### src/rtl/hazard_stall_unit.sv
// Stall/flush controller for the 5-stage pipeline: resolves load-use, branch-in-ID and
// data-memory wait hazards, and keeps saturating stall/flush statistics plus a stall watchdog.
module hazard_stall_unit #(
  parameter int unsigned CNT_W     = 16,
  parameter int unsigned MAX_STALL = 8
) (
  input  logic             clk,
  input  logic             rst,
  input  logic [4:0]       IFID_src1,
  input  logic [4:0]       IFID_src2,
  input  logic             ID_usesSrc2,
  input  logic             ID_branch,
  input  logic             ID_branchTaken,
  input  logic             IDEX_MemRead,
  input  logic             IDEX_RegWrite,
  input  logic [4:0]       IDEX_dest,
  input  logic             EXMEM_MemRead,
  input  logic [4:0]       EXMEM_dest,
  input  logic             dmem_req,
  input  logic             dmem_ready,
  output logic             PCWrite,
  output logic             IFIDWrite,
  output logic             IDEXWrite,
  output logic             EXMEM_hold,
  output logic             IFID_flush,
  output logic             IDEX_flush,
  output logic [1:0]       state,
  output logic [CNT_W-1:0] stall_cnt,
  output logic [CNT_W-1:0] flush_cnt,
  output logic             stall_err
);

  localparam int unsigned RUN_W = 8;

  typedef enum logic [1:0] {
    ST_RUN      = 2'd0,
    ST_HAZ      = 2'd1,
    ST_MEM_WAIT = 2'd2
  } state_t;

  state_t           state_q;
  state_t           cls;
  logic             match_ex;
  logic             match_mem;
  logic             mem_wait;
  logic             load_use;
  logic             br_ex;
  logic             br_mem;
  logic             haz;
  logic [RUN_W-1:0] run;

  // Dependency of the ID instruction on the EX / MEM destinations; r0 never matches
  always_comb begin
    match_ex  = (IDEX_dest != 5'd0) &&
                ((IDEX_dest == IFID_src1) || (ID_usesSrc2 && (IDEX_dest == IFID_src2)));
    match_mem = (EXMEM_dest != 5'd0) &&
                ((EXMEM_dest == IFID_src1) || (ID_usesSrc2 && (EXMEM_dest == IFID_src2)));
    mem_wait  = dmem_req && !dmem_ready;
    load_use  = IDEX_MemRead && match_ex;
    br_ex     = ID_branch && IDEX_RegWrite && match_ex;
    br_mem    = ID_branch && EXMEM_MemRead && match_mem;
    haz       = load_use || br_ex || br_mem;
  end

  // Cycle classification and combinational pipeline controls
  always_comb begin
    cls        = ST_RUN;
    PCWrite    = 1'b1;
    IFIDWrite  = 1'b1;
    IDEXWrite  = 1'b1;
    EXMEM_hold = 1'b0;
    IFID_flush = 1'b0;
    IDEX_flush = 1'b0;
    if (rst) begin
      cls = ST_RUN;
    end else if (mem_wait) begin
      cls        = ST_MEM_WAIT;
      PCWrite    = 1'b0;
      IFIDWrite  = 1'b0;
      IDEXWrite  = 1'b0;
      EXMEM_hold = 1'b1;
    end else if (haz) begin
      cls        = ST_HAZ;
      PCWrite    = 1'b0;
      IFIDWrite  = 1'b0;
      IDEX_flush = 1'b1;
    end else begin
      IFID_flush = ID_branch && ID_branchTaken;
    end
  end

  // Status, statistics and watchdog
  always_ff @(posedge clk) begin
    if (rst) begin
      state_q   <= ST_RUN;
      stall_cnt <= '0;
      flush_cnt <= '0;
      run       <= '0;
      stall_err <= 1'b0;
    end else begin
      state_q <= cls;
      if (cls != ST_RUN) begin
        if (stall_cnt != {CNT_W{1'b1}}) stall_cnt <= stall_cnt + CNT_W'(1);
        if (run == RUN_W'(MAX_STALL - 1)) stall_err <= 1'b1;
        if (run != {RUN_W{1'b1}}) run <= run + RUN_W'(1);
      end else begin
        run <= '0;
      end
      if (IFID_flush && (flush_cnt != {CNT_W{1'b1}})) flush_cnt <= flush_cnt + CNT_W'(1);
    end
  end

  assign state = state_q;

endmodule

### config.mk
export PLATFORM = sky130hd
export DESIGN_NAME = hazard_stall_unit
export DESIGN_NICKNAME = d
export VERILOG_FILES = /design/src/rtl/hazard_stall_unit.sv
export SDC_FILE = /design/constraint.sdc
export NUM_CORES = 1
export LEC_CHECK = 0
export CORE_MARGIN = 2
export CORE_UTILIZATION = 47
export CTS_CLUSTER_SIZE = 30
export DETAILED_ROUTE_END_ITERATION = 8
export PLACE_DENSITY = 0.86
export SLEW_MARGIN = 5
export SYNTH_ARGS = -nofsm -noshare
export SYNTH_HDL_FRONTEND = slang
export SYNTH_SLANG_ARGS = --single-unit
### constraint.sdc
create_clock -name clk -period 3.7 [get_ports clk]
set_input_delay 0.925 -clock clk [delete_from_list [all_inputs] [get_ports clk]]
set_output_delay 0.925 -clock clk [all_outputs]
set_load 0.03 [all_outputs]
After elaboration in Yosys (flattened, before gate mapping)
Cells that the tools add are included.
- register bits: 43
- latch bits: 0
- memory bits (writable): 0
- ROM bits: 0
- input port bits: 30
- output and inout port bits: 41
- word-level logic and storage cells: 56
- memories: 0
- add/sub/neg operators: 3
- multipliers: 0
- divide/modulo/power cells: 0
- order comparisons: 0
- eq/ne operators: 8
- shift-type cells: 0
- multiplexer cells: 16
- bitwise operators: 1
- reduce and logical (&&, ||, !) cells: 23
- operators by type and width (kind ; count):
    $add A16 B1 Y16 const B ; 2
    $ne A16 B16 Y1 const B ; 2
    $eq A5 B5 Y1 ; 4
    $mux W1 ; 14
    $logic_and A1 B1 Y1 ; 12
    $reduce_bool A5 Y1 ; 2
    $add A8 B1 Y8 const B ; 1
    $eq A8 B3 Y1 const B ; 1
    $ne A8 B8 Y1 const B ; 1
    $logic_or A1 B1 Y1 ; 4
    $mux W2 ; 2
    $reduce_and A2 Y1 ; 2
    $reduce_bool A2 Y1 ; 1
    $reduce_or A2 Y1 ; 1
    $logic_not A1 Y1 ; 1
    $not A1 Y1 ; 1

Longest topological paths before layout
Gate-level depths: netlist (run 1).
- depth in word-level cells: 13
- gate-level depth with buffers: 9
- mapped depth without buffers: 7

Worst setup path before layout (run 1)
Ideal clock, no wire load.
- path kind: input port to output port
- start point: input EXMEM_dest[0]
- end point: output PCWrite
- arrival time: 2.808 ns
- required time: 2.775 ns
- setup slack: -0.033 ns
- stages: 6
- cells stage by stage: or3_1 o311a_1 a221oi_2 or2_2 clkbuf_1 buf_4
- word-level cells in the longest chain between the ends: 9
- elaborated cells on any way between the ends: 11
- RTL lines (what ; RTL line ; text):
    from (decl) ; 18 ; input logic [4:0] EXMEM_dest,
    $eq A5 B5 Y1 ; 57 ; ((EXMEM_dest == IFID_src1) || (ID_usesSrc2 && (EXMEM_dest == IFID_src2)));
    $logic_and A1 B1 Y1 ; 57 ;
    $logic_or A1 B1 Y1 ; 57 ;
    $logic_and A1 B1 Y1 (*) ; 56 ; match_mem = (EXMEM_dest != 5'd0) &&
    $logic_and A1 B1 Y1 (*) ; 61 ; br_mem = ID_branch && EXMEM_MemRead && match_mem;
    $logic_or A1 B1 Y1 (*) ; 62 ; haz = load_use || br_ex || br_mem;
    $mux W1 (*) (3 in a row) ; -- ;
    to (decl) ; 21 ; output logic PCWrite,
Mark *: on every way between the ends. The rest lies on a longest branch, timed or not.

Worst setup path after layout (run 1)
- start point: input EXMEM_dest[1]
- end point: output PCWrite
- word-level cells in the longest chain between the ends: 9
- elaborated cells on any way between the ends: 11
- RTL lines (what ; RTL line ; text):
    $eq A5 B5 Y1 ; 57 ;
    $logic_and A1 B1 Y1 ; 57 ;
    $logic_or A1 B1 Y1 ; 57 ;
    $logic_and A1 B1 Y1 (*) ; 56 ;
    $logic_and A1 B1 Y1 (*) ; 61 ;
    $logic_or A1 B1 Y1 (*) ; 62 ;
    $mux W1 (*) ; 82 ; end else if (haz) begin
    $mux W1 (*) ; 76 ; end else if (mem_wait) begin
    $mux W1 (*) ; 74 ; if (rst) begin
Marks and branches as above.

==> results of run 1 <==
## power groups by stage
stage               sequential, mW  clock, mW  combinational (mW)
floorplan                    0.486          0              0.0627
global placement             0.481          0               0.133
detailed placement           0.481          0               0.136
CTS                          0.470      0.357               0.137
global route                 0.471      0.373               0.150
finish                       0.470      0.349               0.140
## timing repair
item / 4_1_cts / 5_1_grt
gates resized for setup: 2 / 4
buffers inserted: 0 / 1
endpoints found under the setup margin: 3 / 4
pin swaps: 2 / 1
hold buffers: 0 / 0
## cell type report
class / count / area share (%)
timing repair buffer: 83 / 24.2
tap: 67 / 2.59
sequential: 43 / 26.6
clock buffer: 6 / 2.24
clock inverter: 1 / 0.927
inverter: 5 / 0.579
multi-input combinational: 215 / 42.9
## registers in the layout, indices dropped and copies added (netlist names)
register and count:
run 8, stall_err 1, flush_cnt 16, stall_cnt 16
state 2
## stage by stage
step / setup WS [ns] / hold slack (ns)
after floorplan: 0.137 / 0.479
final: 0.0609 / 0.487
after CTS: 0.0206 / 0.492
after global placement: -0.0167 / 0.467
after global routing: 0.0239 / 0.515
after detailed placement: -0.0451 / 0.475
## per-layer routing
metal | share of wire (%) | vias up | GRT usage, %
met1 | 43 | 1072 | 26.3
met5 | 0 | - | 0
met3 | 6.3 | 11 | 4.34
met4 | 2.0 | 0 | 11.1
met2 | 48 | 68 | 37.8
li1 | - | 1139 | -
## synthesized netlist by cell type, drive strengths merged, types with 3 or more instances
| cell type | instances | area, sq um |
|---|---|---|
| a21oi | 16 | 83.8 |
| and3 | 7 | 43.8 |
| buf | 4 | 27.5 |
| clkbuf | 8 | 30.0 |
| dfxtp | 43 | 861 |
| ha | 3 | 37.5 |
| inv | 5 | 18.8 |
| mux2i | 4 | 40.0 |
| nand2 | 16 | 67.6 |
| nand3 | 19 | 95.1 |
| nand4 | 9 | 56.3 |
| nor2 | 33 | 124 |
| nor2b | 5 | 31.3 |
| nor3 | 11 | 55.1 |
| nor4 | 6 | 37.5 |
| o21ai | 6 | 30.0 |
| o31ai | 5 | 37.5 |
| or3 | 9 | 56.3 |
| or4 | 5 | 37.5 |
| xnor2 | 31 | 272 |
| xor2 | 6 | 52.6 |
## critical path, cell delays in order
cell and delay (ns):
clkdlybuf4s50_1 0.42, or3_1 0.36, o311a_1 0.33, a221oi_2 0.31
or2_4 0.21, buf_4 0.16
## logic make-up (layout without fill, tap and decap cells)
| family | after synthesis | after routing | synth area share, % |
|---|---|---|---|
| AO/OA/AOI/OAI | 39 | 39 | 11.8 |
| flip-flops | 43 | 43 | 37.2 |
| AND/OR/NAND/NOR | 130 | 130 | 29.3 |
| multiplexers | 6 | 6 | 2.71 |
| buffers and inverters | 17 | 95 | 3.30 |
| adder cells (fa/ha/maj) | 3 | 3 | 1.62 |
| XOR/XNOR | 37 | 37 | 14.0 |
## worst min path at each step
stage	from	slack, ns	endpoint
floorplan	run[1]$_SDFFE_PP0P_	0.48	run[1]$_SDFFE_PP0P_
global placement	stall_err$_SDFFE_PP0P_	0.47	stall_err$_SDFFE_PP0P_
detailed placement	stall_err$_SDFFE_PP0P_	0.48	stall_err$_SDFFE_PP0P_
CTS	stall_err$_SDFFE_PP0P_	0.49	stall_err$_SDFFE_PP0P_
global route	stall_err$_SDFFE_PP0P_	0.52	stall_err$_SDFFE_PP0P_
finish	stall_err$_SDFFE_PP0P_	0.49	stall_err$_SDFFE_PP0P_
==> summary.txt, run 1 <==
Fin util - 68.6%
Placed cell area - 0.00311 sq mm
Initial Utilization - 48.9%
Non-Filler Instances - 420
Net Count, Synth - 308
Routed WL - 5890 um
Critical Path AT - 2.71 ns
Seq/Total Area, Yosys - 37.2%
Avg Inst Size Synth - 8.40 sq um
DRT iter0 DRCs - 58
Post-Syn Area - 0.00231 sq mm
CORE AREA - 0.00472 sq mm
Seq pwr share - 49.1%
Max Cap Viol - 0
Dominant synthesized flop cell - dfxtp_1
Area of the multi-input gates - 0.00139 sq mm
Row count - 25
End point of the critical path - PCWrite
Deepest clock path buffer count - 2
PwrDens - 296 mW/mm^2
Switching share of total power - 23.3%
Clock latency on the worst-skew pair - 0.29 ns
Final setup vio count - 0
Worst hold path class - reg2reg
RSZ-0062 raised after global routing - no
Placed cell count - 412
Post-DP HPWL - 4370 um
Crit. Startpoint - EXMEM_dest[1]
Leak Pwr - 1.16 nW
RR Startpoint - flush_cnt[0]$_SDFFE_PP0P_
Worst Setup Start Kind - input port
Storage element area - 861 sq um
CTS tree - done
Total CTS buffers - 5
Synthesized flop and latch total - 43
Hold Crit Depth - 1
Gpl congestion - 0.864
Hold Vio Cnt, Final - 0
Worst-path maximum fanout - 4
Most frequent cells in the layout - 62 x clkdlybuf4s50_1, 43 x dfxtp_1, 33 x nor2_1, 31 x xnor2_1
Clk pwr share - 36.4%
Max Slew Vio Count - 0
CTS clk-pin slew, worst paths - 0.07 ns
Reg2reg end - flush_cnt[14]$_SDFFE_PP0P_
Layout area overhead - 40.2%
Slew HR - 67.8%
Critical path class - in2out
Status - complete, no violations
Number of H-tree levels - 2
Die Wd - 74.1 um
Port bufs - 70
N_diodes - 0
F_max - 275 MHz
Ys Warns - 0
Overall power - 959 uW
Cell area after layout - 0.00324 sq mm
Combinational power share - 14.6%
Final layout net count - 386
Setup Skew - 0.00675 ns
Die Area - 0.00549 sq mm
GRT Resource Usage Total - 22.1%
Drc violations - 0
Vias/cell - 5.45
Fin crit share - 98.4%
Clock root cell - clkbuf_8
Internal - 735 uW
Synth cell types - 44
DR WL/cell - 14.0 um
Initial antenna violation count - 0
Required time worst endpoint - 2.77 ns
Largest net degree at the start of global routing - 25
Most common cell after layout, fill and taps aside - clkdlybuf4s50_1
Final worst path period need - 3.64 ns
Number of detailed-route iterations in the first pass - 4
Share of layout cells above drive strength 1 - 9.92%
Num ports - 71
Post-Synthesis Cells - 275
Max IR drop VDD - 0.265 mV
Post-synth EDFFs - 0
Register-to-register setup slack - 1.54 ns
Net Sw Power - 223 uW
Setup crit end kind - output pin
Worst Reg-to-Reg Cells - 8
Fillers - 396
Die Ht - 74.1 um
DR vias - 2290
Ys async rst share - 0%
Vias in the first global route - 2163
Grt ovf - 0
Clk sinks - 43
Setup_tns - 0 ns
ANT nets after route - 0
Slew @ Worst Pin - 0.482 ns
First-pass GRT wire length - 9500 um
Power figures use the tool's default switching activity.
==> inputs of run 2 (changes only) <==
--- a/config.mk
+++ b/config.mk
@@ -5,6 +5,7 @@
 export SDC_FILE = /design/constraint.sdc
 export NUM_CORES = 1
 export LEC_CHECK = 0
+export CAP_MARGIN = 5
 export CORE_MARGIN = 2
 export CORE_UTILIZATION = 47
 export CTS_CLUSTER_SIZE = 30
==> results of run 2 <==
Final layout, timing and power as in run 1 (identical DEF).
==> inputs of run 3 (changes only) <==
--- a/config.mk
+++ b/config.mk
@@ -5,12 +5,13 @@
 export SDC_FILE = /design/constraint.sdc
 export NUM_CORES = 1
 export LEC_CHECK = 0
+export ABC_AREA = 0
 export CAP_MARGIN = 5
 export CORE_MARGIN = 2
-export CORE_UTILIZATION = 47
+export CORE_UTILIZATION = 40
 export CTS_CLUSTER_SIZE = 30
 export DETAILED_ROUTE_END_ITERATION = 8
-export PLACE_DENSITY = 0.86
+export PLACE_DENSITY = 0.76
 export SLEW_MARGIN = 5
 export SYNTH_ARGS = -nofsm -noshare
 export SYNTH_HDL_FRONTEND = slang
==> run 3 against run 2 <==
Setup slack better by 0.092 ns. Maximum frequency is 2.6% higher. Clock skew grew 0.0011 ns. Sequential share of layout area fell by 0.082 points. Core utilization is 9.9 points lower. Via count is 0.22% lower. Flip-flop and latch count stayed put. Critical path depth increased by 1.
==> summary.txt, run 3 (synthesized netlist as in run 1, its figures left out) <==
Final layout net count - 383 (was 386)
Initial Utilization - 41.7% (was 48.9%)
Critical-path cell list - clkdlybuf4s50_1, xnor2_1, nand3_1, o22ai_2, a22oi_4, nor3_1, buf_4 (was clkdlybuf4s50_1, or3_1, o311a_1, a221oi_2, or2_4, buf_4)
Placed cell area - 0.00310 sq mm (was 0.00311 sq mm)
Net Sw Power - 229 uW (was 223 uW)
Final worst path period need - 3.55 ns (was 3.64 ns)
Share of layout cells above drive strength 1 - 9.69% (was 9.92%)
Hold_buf cts - 0 (unchanged)
Worst Setup Start Kind - input port (unchanged)
Cell area after layout - 0.00325 sq mm (was 0.00324 sq mm)
Setup crit end kind - output pin (unchanged)
Placed cell count - 415 (was 412)
Worst path slowest cell - clkdlybuf4s50_1 (unchanged)
Hold Vio Cnt, Final - 0 (unchanged)
Largest net degree at the start of global routing - 26 (was 25)
Max IR drop VDD - 0.185 mV (was 0.265 mV)
Final setup vio count - 0 (unchanged)
Critical Path AT - 2.62 ns (was 2.71 ns)
Number of detailed-route iterations in the first pass - 4 (unchanged)
Hold Crit Depth - 1 (unchanged)
Max Cap Viol - 0 (unchanged)
N_diodes - 0 (unchanged)
Number of H-tree levels - 2 (unchanged)
RR Startpoint - flush_cnt[0]$_SDFFE_PP0P_ (unchanged)
Clock latency on the worst-skew pair - 0.29 ns (about the same)
Max Slew Vio Count - 0 (unchanged)
Required time worst endpoint - 2.77 ns (about the same)
Die Wd - 80.0 um (was 74.1 um)
Hold path startpoint - stall_err$_SDFFE_PP0P_ (unchanged)
Max stage delay on crit path - 0.56 ns (was 0.42 ns)
Grt ovf - 0 (unchanged)
Met1 WL - 2490 um (was 2560 um)
PwrDens - 303 mW/mm^2 (was 296 mW/mm^2)
Fin util - 58.7% (was 68.6%)
Worst hold slack - 0.486 ns (was 0.487 ns)
Vias in the first global route - 2167 (was 2163)
Drc violations - 0 (unchanged)
RSZ-0062 raised after global routing - no (unchanged)
Initial antenna violation count - 0 (unchanged)
DR WL/cell - 13.8 um (was 14.0 um)
Num ports - 71 (unchanged)
Slew HR - 67.3% (was 67.8%)
Total CTS buffers - 5 (unchanged)
Non-Filler Instances - 423 (was 420)
Fin crit share - 95.9% (was 98.4%)
Critical path class - in2out (unchanged)
Switching share of total power - 23.3% (about the same)
Clk pwr share - 38.3% (was 36.4%)
Setup Skew - 0.00784 ns (was 0.00675 ns)
First-pass GRT wire length - 9590 um (was 9500 um)
Setup_tns - 0 ns (unchanged)
F_max - 282 MHz (was 275 MHz)
Reg2reg end - flush_cnt[14]$_SDFFE_PP0P_ (unchanged)
Layout area overhead - 40.7% (was 40.2%)
DR top layer - met4 (unchanged)
Top Registers - flush_cnt: 16 flops, stall_cnt: 16 flops, run: 8 flops (unchanged)
Vias/cell - 5.40 (was 5.45)
Post-DP HPWL - 4250 um (was 4370 um)
Die Area - 0.00640 sq mm (was 0.00549 sq mm)
Routed met2 length - 2840 um (about the same)
Combinational power share - 13.9% (was 14.6%)
Deepest clock path buffer count - 2 (unchanged)
ANT nets after route - 0 (unchanged)
Clock root cell - clkbuf_8 (unchanged)
Port bufs - 70 (unchanged)
Seq pwr share - 47.8% (was 49.1%)
DR vias - 2285 (was 2290)
Worst-path maximum fanout - 3 (was 4)
Routed WL - 5830 um (was 5890 um)
Slew @ Worst Pin - 0.489 ns (was 0.482 ns)
Leak Pwr - 1.17 nW (was 1.16 nW)
Most frequent cells in the layout - 61 x clkdlybuf4s50_1, 43 x dfxtp_1, 33 x nor2_1, 31 x xnor2_1, 19 x nand3_1 (was 62 x clkdlybuf4s50_1, 43 x dfxtp_1, 33 x nor2_1, 31 x xnor2_1)
Worst hold path endpoint - stall_err$_SDFFE_PP0P_ (unchanged)
Metal3 WL - 435 um (was 369 um)
CTS tree - done (unchanged)
Internal - 754 uW (was 735 uW)
Row count - 27 (was 25)
Clk sinks - 43 (unchanged)
Worst hold path class - reg2reg (unchanged)
Die Ht - 80.0 um (was 74.1 um)
CTS clk-pin slew, worst paths - 0.08 ns (was 0.07 ns)
GRT Resource Usage Total - 18.6% (was 22.1%)
Most common cell after layout, fill and taps aside - clkdlybuf4s50_1 (unchanged)
Post_cts resized - 0 (was 2)
Gpl congestion - 0.867 (was 0.864)
DRT iter0 DRCs - 114 (was 58)
Status - complete, no violations (unchanged)
Register-to-register setup slack - 1.61 ns (was 1.54 ns)
CORE AREA - 0.00554 sq mm (was 0.00472 sq mm)
Post CTS Setup Buffer Count - 0 (unchanged)
Worst Reg-to-Reg Cells - 8 (unchanged)
==> run 3: per-layer routing <==
metal	vias to the layer above	track usage, %
met5	-	0
met1	1065	22.1
li1	1133	-
met2	79	33.1
met3	8	4.41
met4	0	5.76
==> run 3: final cells by class <==
cell class / instances / area [sq um]
clock buffer: 6 / 82.6
clock inverter: 2 / 35.0
multi-input combinational: 215 / 1390
tap: 72 / 90.1
fill: 510 / 2290
inverter: 5 / 18.8
timing repair buffer: 80 / 772
sequential: 43 / 861
==> run 3: worst max-delay path, delay by kind of cell <==
family | cells | cell delay, ns
buffers and inverters | 2 | 0.77
AOI/OAI and AO/OA | 2 | 0.39
and+or+nand+nor | 2 | 0.38
xor gates and xnor gates | 1 | 0.15
==> run 3: stage by stage <==
stage / total power, mW / setup slack, ns
floorplan: 0.549 / 0.137
global placement: 0.613 / 0.0498
detailed placement: 0.615 / 0.0160
CTS: 0.993 / 0.00636
global route: 1.03 / 0.0559
finish: 0.984 / 0.153
==> run 3: worst max path at each step <==
| stage | slack [ns] | end | cells after the start | from |
|---|---|---|---|---|
| 3_5_place_dp | 0.02 | IFIDWrite | 7 | IDEX_dest[4] |
| 4_1_cts | 0.006 | IFIDWrite | 7 | IDEX_dest[4] |
| 3_3_place_gp | 0.05 | IFIDWrite | 7 | IDEX_dest[4] |
| 6_report | 0.15 | IDEX_flush | 7 | IDEX_dest[4] |
| 2_1_floorplan | 0.14 | IFID_flush | 5 | EXMEM_dest[0] |
| 5_1_grt | 0.06 | IDEX_flush | 7 | IDEX_dest[4] |
==> run 3: power groups by stage <==
stage / Combinational, mW / Sequential (mW) / Clock (mW)
floorplan: 0.0627 / 0.486 / 0
global placement: 0.131 / 0.481 / 0
detailed placement: 0.134 / 0.481 / 0
CTS: 0.135 / 0.470 / 0.388
global route: 0.147 / 0.471 / 0.410
finish: 0.137 / 0.470 / 0.376
